[src/rtl/mux_pkg.sv]
// Shared types, defaults and sizing helper for the round-robin stream mux.
package mux_pkg;

   localparam int N_DEF  = 32;
   localparam int CH_DEF = 4;
   localparam int SW_MAX = 4;

   function automatic int clog2(input int v);
      int r;
      r = 0;
      while ((1 << r) < v) r++;
      return (r < 1) ? 1 : r;
   endfunction

   typedef struct packed {
      logic              any;
      logic [SW_MAX-1:0] idx;
   } grant_t;

endpackage

[src/rtl/mux_rr_arbiter.sv]
// Combinational round-robin arbiter: rotate a doubled request vector so the
// search starts just past the last winner, then priority-encode the lowest bit.
module rr_arbiter
   import mux_pkg::*;
#(
   parameter  int CH = CH_DEF,
   localparam int SW = clog2(CH)
) (
   input  logic [CH-1:0] req,
   input  logic [SW-1:0] last,
   input  logic          en,
   output logic [CH-1:0] gnt_onehot,
   output logic [SW-1:0] gnt_idx,
   output logic          any
);

   localparam logic [SW-1:0] LAST_IDX = SW'(CH - 1);
   localparam logic [SW:0]   CH_W     = (SW + 1)'(CH);

   logic [SW-1:0]   w_start;
   logic [2*CH-1:0] w_dbl;
   logic [2*CH-1:0] w_shift;
   logic [CH-1:0]   w_rot;
   logic [SW-1:0]   w_ofs;
   logic [SW:0]     w_sum;
   logic [SW:0]     w_idx;

   // wrap at CH-1, not at 2^SW-1, so non power-of-two CH stays in range
   assign w_start = (last >= LAST_IDX) ? '0 : last + 1'b1;

   assign w_dbl   = {req, req};
   assign w_shift = w_dbl >> w_start;
   assign w_rot   = w_shift[CH-1:0];

   always_comb begin
      w_ofs = '0;
      for (int i = CH - 1; i >= 0; i--) begin
         if (w_rot[i]) w_ofs = SW'(i);
      end
   end

   assign w_sum   = {1'b0, w_start} + {1'b0, w_ofs};
   assign w_idx   = (w_sum >= CH_W) ? w_sum - CH_W : w_sum;
   assign gnt_idx = w_idx[SW-1:0];
   assign any     = |req;

   always_comb begin
      gnt_onehot = '0;
      for (int i = 0; i < CH; i++) begin
         gnt_onehot[i] = en && any && (gnt_idx == SW'(i));
      end
   end

endmodule

[src/rtl/mux_rr.sv]
// CH-channel valid/ready stream mux with round-robin grant and a single
// registered output slot that refills in the same cycle it drains.
module mux_rr
   import mux_pkg::*;
#(
   parameter  int n  = N_DEF,
   parameter  int CH = CH_DEF,
   localparam int SW = clog2(CH)
) (
   input  logic                 clk,
   input  logic                 rst_n,
   input  logic [CH-1:0][n-1:0] in_data,
   input  logic [CH-1:0]        in_valid,
   output logic [CH-1:0]        in_ready,
   output logic [n-1:0]         out_data,
   output logic                 out_valid,
   input  logic                 out_ready,
   output logic [SW-1:0]        out_sel
);

   localparam logic [SW-1:0] LAST_IDX = SW'(CH - 1);

   logic [n-1:0]  r_data;
   logic          r_valid;
   logic [SW-1:0] r_sel;
   logic [SW-1:0] r_last;

   logic          w_free;
   logic          w_en;
   logic          w_any;
   logic          w_xfer;
   logic [SW-1:0] w_gidx;
   logic [CH-1:0] w_gnt;

   assign w_free = !r_valid || out_ready;
   // inputs are ignored while reset is held even though the slot is free
   assign w_en   = w_free && rst_n;
   assign w_xfer = w_any && w_free;

   rr_arbiter #(
      .CH (CH)
   ) u_arb (
      .req        (in_valid),
      .last       (r_last),
      .en         (w_en),
      .gnt_onehot (w_gnt),
      .gnt_idx    (w_gidx),
      .any        (w_any)
   );

   always_ff @(posedge clk or negedge rst_n) begin
      if (!rst_n) begin
         r_data  <= '0;
         r_valid <= 1'b0;
         r_sel   <= '0;
         r_last  <= LAST_IDX;
      end else if (w_xfer) begin
         r_data  <= in_data[w_gidx];
         r_valid <= 1'b1;
         r_sel   <= w_gidx;
         r_last  <= w_gidx;
      end else if (out_ready) begin
         r_valid <= 1'b0;
      end
   end

   assign in_ready  = w_gnt;
   assign out_data  = r_data;
   assign out_valid = r_valid;
   assign out_sel   = r_sel;

   a_ready_onehot : assert property (
      @(posedge clk) disable iff (!rst_n) $onehot0(in_ready));

   a_hold_stable : assert property (
      @(posedge clk) disable iff (!rst_n)
      (out_valid && !out_ready) |=>
      (out_valid && $stable(out_data) && $stable(out_sel)));

endmodule

[config.mk]
export PLATFORM = sky130hd
export DESIGN_NAME = mux_rr
export DESIGN_NICKNAME = d
export VERILOG_FILES = /design/src/rtl/mux_pkg.sv /design/src/rtl/mux_rr_arbiter.sv /design/src/rtl/mux_rr.sv
export SDC_FILE = /design/constraint.sdc
export NUM_CORES = 1
export LEC_CHECK = 0
export ABC_AREA = 0
export CAP_MARGIN = 10
export CORE_MARGIN = 5
export CORE_UTILIZATION = 38
export DETAILED_ROUTE_END_ITERATION = 6
export PLACE_DENSITY = 0.84
export SYNTH_ARGS = -nofsm -noshare
export SYNTH_HDL_FRONTEND = slang
export SYNTH_HIERARCHICAL = 1
export SYNTH_SLANG_ARGS = --single-unit
[constraint.sdc]
create_clock -name clk -period 4.46 [get_ports clk]
set_clock_uncertainty 0.1 [all_clocks]
set_input_delay 0.446 -clock clk [delete_from_list [all_inputs] [get_ports clk]]
set_output_delay 0.446 -clock clk [all_outputs]
set_load 0.1 [all_outputs]
==> results.sh <==
export IMPL_status="complete, no violations"
export IMPL_die_x_um=90.05
export IMPL_vias_per_cell=5.239
export IMPL_fin_hold_ws_ns=0.1707
export IMPL_setup_worst_path_class="in -> out"
export IMPL_arrival_ns=3.08
export IMPL_muxShareOfSynthArea=0.4579
export IMPL_synth_area_mm2=0.002435
export IMPL_wl_per_cell_um=18.25
export IMPL_post_route_cell_area_mm2=0.004287
export IMPL_hpwl_mm=6.096
export IMPL_wl_mm=7.409
export IMPL_core_area_mm2=0.006277
export IMPL_finalHoldViolations=0
export IMPL_period_needed_ns=3.621
export IMPL_ys_seq_elements=37
export IMPL_grt_pass1_vias=2369
export IMPL_die_y_um=90.05
export IMPL_cts_inserted_buffers=5
export IMPL_cts_root_buf="clkbuf_8"
export IMPL_synth_top_family_by_area="multiplexers"
export IMPL_final_nets=465
export IMPL_cts_hold_fix_buffers=0
export IMPL_drc_errors=0
export IMPL_cts_setup_buffers=0
export IMPL_grt_pass1_wl_mm=11.96
export IMPL_finalSetupTns_ns=0
export IMPL_drt_iter0_drc=26
export IMPL_yosysUniqueCellTypes=35
export IMPL_start_kind="primary input"
export IMPL_cts_buffer_depth=2
export IMPL_gp_congestion=0.8227
export IMPL_min_path_type="in -> async"
export IMPL_place_area_mm2=0.004197
export IMPL_area_growth_pct=76.05
export IMPL_layout_core_utilization=0.6829
export IMPL_vias=2127
export IMPL_rr_startpoint="r_last[0]"
export IMPL_clkLatencyLatePin_ns=0.27
export IMPL_start_util=0.3879
export IMPL_final_cell_mix="clkdlybuf4s50_1, dfrtp_1, mux2_2"
export IMPL_row_count=29
export IMPL_r2r_end="out_data[19]"
export IMPL_postRouteAntennaNets=0
export IMPL_max_slew_margin=0.3179
export IMPL_synth_adder_area_share=0.01490
export IMPL_max_freq_mhz=276.2
export IMPL_num_io_pins=174
export IMPL_tightestPinTransition_ns=1.020
export IMPL_layout_commonest_cell="clkdlybuf4s50_1"
export IMPL_synthXorXnorAreaFrac=0.006680
export IMPL_grt_usage=0.1828
export IMPL_drv_slew=0
export IMPL_drt_pass1_iterations=4
export IMPL_drive_gt1_frac=0.2614
export IMPL_r2r_cells=10
export IMPL_synth_compound_area_frac=0.04368
export IMPL_fin_crit_sh=0.8119
export IMPL_yosysWarnings=6
export IMPL_htreeDepth=2
export IMPL_antenna_found_initial=0
export IMPL_diodes=0
export IMPL_cts_resized_gates=0
export IMPL_cts_tree="done"
export IMPL_rsz0062_at_grt="no"
export IMPL_max_cap_violations=0
export IMPL_fp_dieArea_mm2=0.008108
export IMPL_worstPathRequired_ns=3.91
export IMPL_io_buffers=173
export IMPL_syn_num_nets=294
export IMPL_startpoint="in_valid[0]"
export IMPL_synthSimpleGateAreaFrac=0.04111
export IMPL_r2r_slack_ns=1.02
export IMPL_gr_total_overflow=0
export IMPL_end_kind="output pin"
export IMPL_syn_inst=157
export IMPL_avgSynthCellArea_um2=15.51
export IMPL_setup_viol=0
export IMPL_grt_max_degree=39
export IMPL_synth_seq_area_share=0.3813
export IMPL_worstPathMaxFanout=19
export IMPL_numClockSinks=37
export IMPL_clk_pin_slew_ns=0.08
## worst max path at each step
| stage | to | slack, ns | depth (start not counted) |
|---|---|---|---|
| CTS | in_ready[3] | 0.83 | 9 |
| detailed placement | out_data[11] | 0.65 | 10 |
| finish | in_ready[3] | 0.84 | 9 |
| global route | in_ready[2] | 0.64 | 9 |
| floorplan | in_ready[2] | 0.88 | 8 |
| global placement | out_data[17] | 0.73 | 10 |
## sequential cells by signal, indices dropped and copies added, names as in the netlist
| register | flops |
|---|---|
| out_data | 32 |
| out_sel | 2 |
| out_valid | 1 |
| r_last | 2 |
## through the flow
step | instances | worst slack (ns)
after floorplan | 157 | 0.8806
after global placement | 398 | 0.7308
after detailed placement | 398 | 0.6498
after CTS | 406 | 0.8258
after global routing | 406 | 0.6390
final | 406 | 0.8389
## worst max-delay path, stage by stage
cell             delay (ns)
clkdlybuf4s50_1        0.58
or2b_1                 0.28
a21boi_0               0.13
o221ai_1               0.19
o21a_1                 0.15
ha_1                   0.25
xor2_4                 0.52
nor2b_1                0.22
buf_4                  0.30
## routing by layer
| layer | wire [µm] | vias up | track usage |
|---|---|---|---|
| li1 | - | 962 | - |
| met1 | 2702 | 1037 | 0.2101 |
| met2 | 3899 | 118 | 0.3213 |
| met3 | 657 | 10 | 0.06511 |
| met4 | 150 | 0 | 0.04839 |
| met5 | 0 | - | 0 |
## Yosys cell counts
library cell,count,share of area
a221oi_1,1,0.0036
nor3_1,1,0.0021
o221ai_1,1,0.0036
nand2_1,3,0.0046
mux2_2,34,0.16
dfrtp_1,35,0.36
nand3_1,1,0.0021
clkbuf_1,1,0.0015
or2_2,1,0.0026
buf_4,3,0.0092
o2bb2ai_1,1,0.0036
dfstp_2,2,0.022
mux4_2,29,0.27
buf_2,4,0.0082
o22ai_1,1,0.0026
nand2b_1,1,0.0026
maj3_2,1,0.0046
or2b_1,1,0.0031
inv_2,1,0.0015
a21o_1,2,0.0062
o311ai_1,1,0.0036
nor2b_1,4,0.010
xor2_2,1,0.0067
a211oi_2,1,0.0051
inv_1,3,0.0046
nor2_1,7,0.011
ha_1,2,0.010
nand3b_1,1,0.0031
o21ai_0,1,0.0021
buf_6,1,0.0046
mux4_1,3,0.032
a21boi_0,1,0.0031
a21oi_1,2,0.0041
buf_12,3,0.025
o21a_1,2,0.0062
## final cells by class
| class | instances | area (µm²) |
|---|---|---|
| Fill cell | 472 | 1991 |
| Timing Repair Buffer | 176 | 1752 |
| Multi-Input combinational cell | 104 | 1405 |
| Sequential cell | 37 | 928.4 |
| Tap cell | 77 | 96.34 |
| Clock buffer | 8 | 90.09 |
| Inverter | 4 | 15.01 |
## kinds of logic after synthesis
logic type | Yosys count
AOI/OAI and AO/OA | 14
xor gates and xnor gates | 1
adders and majority gates | 3
buffers and inverters | 16
DFF | 37
muxes | 66
and+or+nand+nor | 20
Power is left out: the tool's default activity adds up to more than one toggle a clock period on the data nets, which glitch-free logic cannot reach.
